File: src/rtl/fixedpoint_pkg.sv
// Shared constants and types for the fixed-point datapath.
// Number format: 16-bit two's complement, 7 fraction bits.
package fixedpoint_pkg;

    localparam int WIDTH = 16;
    localparam int FRAC  = 7;
    localparam int MAGW  = WIDTH + 1;
    localparam int ACCW  = 2 * WIDTH + 2;
    localparam int TW    = ACCW - FRAC;
    localparam int CNTW  = $clog2(WIDTH + 1);

    // Largest positive and negative result magnitudes after the FRAC shift.
    localparam logic [TW-1:0] POS_MAX = TW'((1 << (WIDTH - 1)) - 1);
    localparam logic [TW-1:0] NEG_MIN = TW'(1 << (WIDTH - 1));

    typedef enum logic [1:0] {
        IDLE  = 2'd0,
        BUSY  = 2'd1,
        FINAL = 2'd2,
        DONE  = 2'd3
    } state_t;

endpackage

File: src/rtl/fixedpoint_magnitude.sv
// Two's complement value to sign plus magnitude.
// One extra magnitude bit so the most negative value does not wrap.
module fixedpoint_magnitude #(
    parameter int W = 16
) (
    input  logic [W-1:0] val_i,
    output logic         sign_o,
    output logic [W:0]   mag_o
);

    logic [W:0] ext;

    // Sign-extend, then negate negative values.
    always_comb begin
        sign_o = val_i[W-1];
        ext    = {val_i[W-1], val_i};
        mag_o  = sign_o ? (~ext + 1'b1) : ext;
    end

endmodule

File: src/rtl/fixedpoint_multiplication.sv
// Sequential signed fixed-point multiplier.
// Radix-2 shift-add on magnitudes, sign fix-up and range check.
module fixedpoint_multiplication
    import fixedpoint_pkg::*;
(
    input  logic             clk,
    input  logic             rst,
    input  logic             enable,
    input  logic [WIDTH-1:0] multiplicand,
    input  logic [WIDTH-1:0] multiplier,
    output logic [WIDTH-1:0] product_out,
    output logic             overflow,
    output logic             error,
    output logic             finished
);

    state_t state_q, state_d;

    logic [CNTW-1:0]  cnt_q;
    logic [MAGW-1:0]  mag_a_q, mag_b_q;
    logic [ACCW-1:0]  acc_q;
    logic             sign_q;
    logic [WIDTH-1:0] prod_q;
    logic             ovf_q;
    logic             fin_q;

    logic             sign_a, sign_b;
    logic [MAGW-1:0]  mag_a, mag_b;
    logic             start;
    logic [TW-1:0]    t_w;
    logic [WIDTH-1:0] t_lo;
    logic [WIDTH-1:0] res_c;
    logic             ovf_c;

    fixedpoint_magnitude #(.W(WIDTH)) u_mag_a (
        .val_i  (multiplicand),
        .sign_o (sign_a),
        .mag_o  (mag_a)
    );

    fixedpoint_magnitude #(.W(WIDTH)) u_mag_b (
        .val_i  (multiplier),
        .sign_o (sign_b),
        .mag_o  (mag_b)
    );

    assign start = enable && (state_q == IDLE || state_q == DONE);

    // Next state: enable only accepted when idle or done.
    always_comb begin
        state_d = state_q;
        unique case (state_q)
            IDLE, DONE: if (enable) state_d = BUSY;
            BUSY:       if (cnt_q == CNTW'(WIDTH)) state_d = FINAL;
            FINAL:      state_d = DONE;
            default:    state_d = IDLE;
        endcase
    end

    // State register.
    always_ff @(posedge clk or posedge rst) begin
        if (rst) state_q <= IDLE;
        else     state_q <= state_d;
    end

    // Iteration counter, one step per BUSY cycle.
    always_ff @(posedge clk or posedge rst) begin
        if (rst)                 cnt_q <= '0;
        else if (start)          cnt_q <= '0;
        else if (state_q == BUSY) cnt_q <= cnt_q + 1'b1;
    end

    // Operand latch and shift-add accumulator.
    always_ff @(posedge clk or posedge rst) begin
        if (rst) begin
            mag_a_q <= '0;
            mag_b_q <= '0;
            sign_q  <= 1'b0;
            acc_q   <= '0;
        end else if (start) begin
            mag_a_q <= mag_a;
            mag_b_q <= mag_b;
            sign_q  <= sign_a ^ sign_b;
            acc_q   <= '0;
        end else if (state_q == BUSY) begin
            if (mag_b_q[0])
                acc_q <= acc_q + (ACCW'(mag_a_q) << cnt_q);
            mag_b_q <= mag_b_q >> 1;
        end
    end

    // Truncate toward zero, range check, apply sign.
    always_comb begin
        t_w   = acc_q[ACCW-1:FRAC];
        t_lo  = t_w[WIDTH-1:0];
        ovf_c = sign_q ? (t_w > NEG_MIN) : (t_w > POS_MAX);
        res_c = sign_q ? (~t_lo + 1'b1) : t_lo;
    end

    // Result registers, held until the next accepted enable.
    always_ff @(posedge clk or posedge rst) begin
        if (rst) begin
            prod_q <= '0;
            ovf_q  <= 1'b0;
            fin_q  <= 1'b0;
        end else if (start) begin
            fin_q  <= 1'b0;
        end else if (state_q == FINAL) begin
            prod_q <= res_c;
            ovf_q  <= ovf_c;
            fin_q  <= 1'b1;
        end
    end

    assign product_out = prod_q;
    assign overflow    = ovf_q;
    assign error       = ovf_q;
    assign finished    = fin_q;

endmodule

File: config.mk
export PLATFORM = sky130hd
export DESIGN_NAME = fixedpoint_multiplication
export DESIGN_NICKNAME = d
export VERILOG_FILES = /design/src/rtl/fixedpoint_pkg.sv /design/src/rtl/fixedpoint_magnitude.sv /design/src/rtl/fixedpoint_multiplication.sv
export SDC_FILE = /design/constraint.sdc
export NUM_CORES = 1
export LEC_CHECK = 0
export ABC_AREA = 0
export BUFFER_PORTS_ARGS = -buffer_cell sky130_fd_sc_hd__buf_4
export CORE_MARGIN = 2
export CORE_UTILIZATION = 56
export DETAILED_ROUTE_END_ITERATION = 16
export GPL_TIMING_DRIVEN = 0
export PLACE_DENSITY = 0.9
export REMOVE_ABC_BUFFERS = 1
export SYNTH_ARGS = -nofsm -noshare
export SYNTH_HDL_FRONTEND = slang
export SYNTH_SLANG_ARGS = --single-unit
File: constraint.sdc
create_clock -name clk -period 3.77 [get_ports clk]
set_input_delay 0.754 -clock clk [delete_from_list [all_inputs] [get_ports clk]]
set_output_delay 0.754 -clock clk [all_outputs]
set_load 0.02 [all_outputs]
==> implementation parameters <==
Parameter                              Value

Global route
  Global-route usage over all layers    26.8%
  Initial antenna violation count    0
  Via count of the first global-routing pass    between 6k and 7k
  Largest net degree at the start of global routing    ~50
  Overflow left after global routing    0
  Global-route wire length before repair    31400 µm

Finish
  Number of standard cells in the layout, taps in and fillers out    between 1k and 1.5k
  Most used cells in the layout excluding fill and tap cells    sky130_fd_sc_hd__nand2_1 (139), sky130_fd_sc_hd__buf_4 (95), sky130_fd_sc_hd__dfrtp_1 (89)
  Final antenna diode count    0
  Share of post-route cells with drive strength above 1    between 20% and 30%
  Signed area change from the synthesized netlist to the final layout    21.8%
  FILL cells    982
  Most common library cell in the layout ignoring fill and taps    sky130_fd_sc_hd__nand2_1
  Number of nets in the final layout    ~1.1k

Logic synthesis
  Multiplexer area fraction after synthesis    roughly 8.5%
  Per-instance average area after synthesis    8.16 µm²
  Flops & latches, synth    94
  Adder-Cell Fraction of Synth Area    under 10%
  Fraction of registers with async set or reset after synthesis    100%
  Area fraction in compound gates after synthesis    20.7%
  Most common flop cell mapped by yosys    sky130_fd_sc_hd__dfrtp_1
  Mapped Cells    a little over 900
  Dominant combinational cell family by area after synthesis    compound AO/OA/AOI/OAI gates
  Count of unique library cells instantiated by Yosys    67
  Simple-gate share of the synthesized area    between 20% and 30%
  Summed instance area of the synthesized netlist    between 7000 and 8000 µm²
  Warning count from the yosys run    0
  Sequential fraction of the synthesis area    between 30% and 40%
  Post-synth EDFFs    0
  Xor/xnor cell area share of the yosys netlist    between 7 and 8%

Clocking
  CTS clock-pin slew for the worst setup and hold paths    around 70 ps
  Clock buffers created by TritonCTS    9
  H-tree lvl count    3
  Cell at the root of the clock tree    sky130_fd_sc_hd__clkbuf_16
  CTS tree    built
  CTS Buffer Depth    2
  Num Clock Sinks    94
  Clock network latency to the later pin of the worst-skew pair    360 ps
  Hold buffers post-CTS    0

Routing
  DRT Wirelength    20500 µm
  Initial detailed-routing violation count    between 700 and 800
  Detailed-route wire length per cell    17.6 µm
  Vias    roughly 7.3k
  Final ANT Viol Nets    0
  Post-route DRC    0
  Vias per cell    around 6.2
  Drt pass-1 iters    6

STA
  # setup viols final    4
  Worst Slack Setup Final    -79.1 ps
  Final hold violation count    0
  Max frequency    260 MHz
  Headroom to the max-slew limit    between 10% and 20%
  Skew final    approximately 5.2 ps
  Unrepaired setup endpoints after global routing    true
  Max-slew violation count    0
  Transition time of the tightest slew-check pin    roughly 1300 ps
  Final worst path period need    3850 ps
  Ratio of final minimum period to clock period    102%

Worst setup path
  Data required time of the worst path    4060 ps
  Startpoint type of the worst setup path    flop
  Length in cells of the worst reg-to-reg path    17
  Critical path peak fanout    6
  Data arrival time of the critical path    approximately 4100 ps
  Crit Path Category    flop to flop
  Category of the worst setup path capture point    flop

Place
  Half-perimeter wire length after placement    approximately 13000 µm
  Cell count after placement    between 1k and 1.5k
  Weighted congestion reported at the end of routability-driven placement    approximately 0.91
  Number of input and output port buffers inserted    53
  Worst slack at placement    -971 ps

Floorplanning
  DIE WIDTH    approximately 120 µm
  Number of top-level design ports    54
  Overall die area    ~14000 µm²
  Placement Rows    42
  Vert. Die Dim    about 120 µm
  Starting density of the core    56.9%
  Placeable core area    roughly 13000 µm²

Hold path
  Worst hold-check path type    input port to async pin

Power and ir drop
  Total design power    between 7 and 8 mW
  Leakage Power    about 4.0 nW
  PD cells    873 nW/µm²
  Worst voltage drop across the vdd grid    0.425 mV

Run
  Maximum Capacitance Violations    0

Status
  Violations in the final reports    negative setup slack
  Run status    finished with violations
cells by family after synthesis:
group           after synthesis
simple gates                328
mux                          54
fa+ha+maj                    43
buf+inv                      81
flops                        94
compound gates              257
xor+xnor                     63
per-layer routing:
| layer | part of all wire (%) | track usage (%) |
|---|---|---|
| met1 | 41 | 34.1 |
| met2 | 50 | 45.4 |
| met3 | 6.4 | 3.61 |
| met4 | 3.1 | 12.6 |
| met5 | 0 | 0 |
Yosys cell counts, types with 19 or more instances:
master / n / area [µm²]
sky130_fd_sc_hd__nand2_1: 140 / 526
sky130_fd_sc_hd__inv_1: 27 / 101
sky130_fd_sc_hd__dfrtp_1: 94 / 2350
sky130_fd_sc_hd__a21oi_1: 69 / 345
sky130_fd_sc_hd__a21o_1: 19 / 143
sky130_fd_sc_hd__mux2i_1: 39 / 390
sky130_fd_sc_hd__nor2_1: 73 / 274
sky130_fd_sc_hd__xor2_1: 32 / 280
sky130_fd_sc_hd__xnor2_1: 31 / 272
sky130_fd_sc_hd__o21ai_0: 93 / 465
sky130_fd_sc_hd__ha_1: 42 / 526
sky130_fd_sc_hd__clkbuf_1: 44 / 165
stage by stage:
stage / hold WS [ps] / setup TNS, ps / util [%] / area (µm²)
after detailed placement: 500 / -13270 / 60.4 / 7970
final: 472 / -148 / 69.3 / 9150
after global routing: 545 / -1150 / 69.3 / 9150
after floorplan: 465 / -308 / - / 7300
after CTS: 501 / -80.3 / 64.9 / 8570
after global placement: 486 / -59690 / 60.0 / 7920
registers in the layout, summed over array words and instances, names as in the netlist:
name / cells
error: 1
acc_q: 34
cnt_q: 5
sign_q: 1
mag_a_q: 17
product_out: 16
finished: 1
state_q: 2
mag_b_q: 17
report_power, final:
part	switching [mW]	total (mW)	internal, mW	leakage [nW]
clock network	0.424	0.895	0.471	0.133
logic	2.88	5.23	2.35	2.66
registers	0.453	1.86	1.41	1.19
total	3.76	7.99	4.23	3.99
path summary, 6_finish.rpt:
check | startpoint | endpoint | slack (ps)
min | rst | finished | 470
min reg2reg | product_out[0] | product_out[0] | 510
max | cnt_q[1] | acc_q[33] | -80
min in group clk | product_out[0] | product_out[0] | 510
max in group asynchronous | rst | cnt_q[1] | 2630
max reg2reg | cnt_q[1] | acc_q[33] | -80
cell type report:
class	count	area [µm²]	share of cell area, %
clock buffer	11	243	2.65
clock inverter	5	41.3	0.451
inverter	28	120	1.31
multi-input combinational	745	5290	57.9
sequential	94	2370	25.9
tap	176	220	2.41
timing repair buffer	104	848	9.28
timing repair inverter	2	12.5	0.137
repair_timing:
action	in CTS	in global routing
setup buffers	16	33
pin swaps	12	24
endpoints found under the setup margin	24	20
resized for setup	50	70
gates cloned	1	1
critical path, stage by stage, from the launching register on:
cell and delay, ps:
sky130_fd_sc_hd__dfrtp_4 520, sky130_fd_sc_hd__buf_6 140, sky130_fd_sc_hd__mux2i_4 220, sky130_fd_sc_hd__nand2_1 120
sky130_fd_sc_hd__nand2_2 140, sky130_fd_sc_hd__nor2_4 60, sky130_fd_sc_hd__a21oi_4 170, sky130_fd_sc_hd__mux2i_2 110
sky130_fd_sc_hd__and2_4 190, sky130_fd_sc_hd__ha_4 220, sky130_fd_sc_hd__a21o_1 210, sky130_fd_sc_hd__nor2b_1 150
sky130_fd_sc_hd__o31ai_1 310, sky130_fd_sc_hd__nor3b_4 410, sky130_fd_sc_hd__a21oi_4 120, sky130_fd_sc_hd__a21oi_2 180
sky130_fd_sc_hd__mux2i_1 280, sky130_fd_sc_hd__mux2i_1 210
Note: power is estimated with default switching activity, not from simulation.
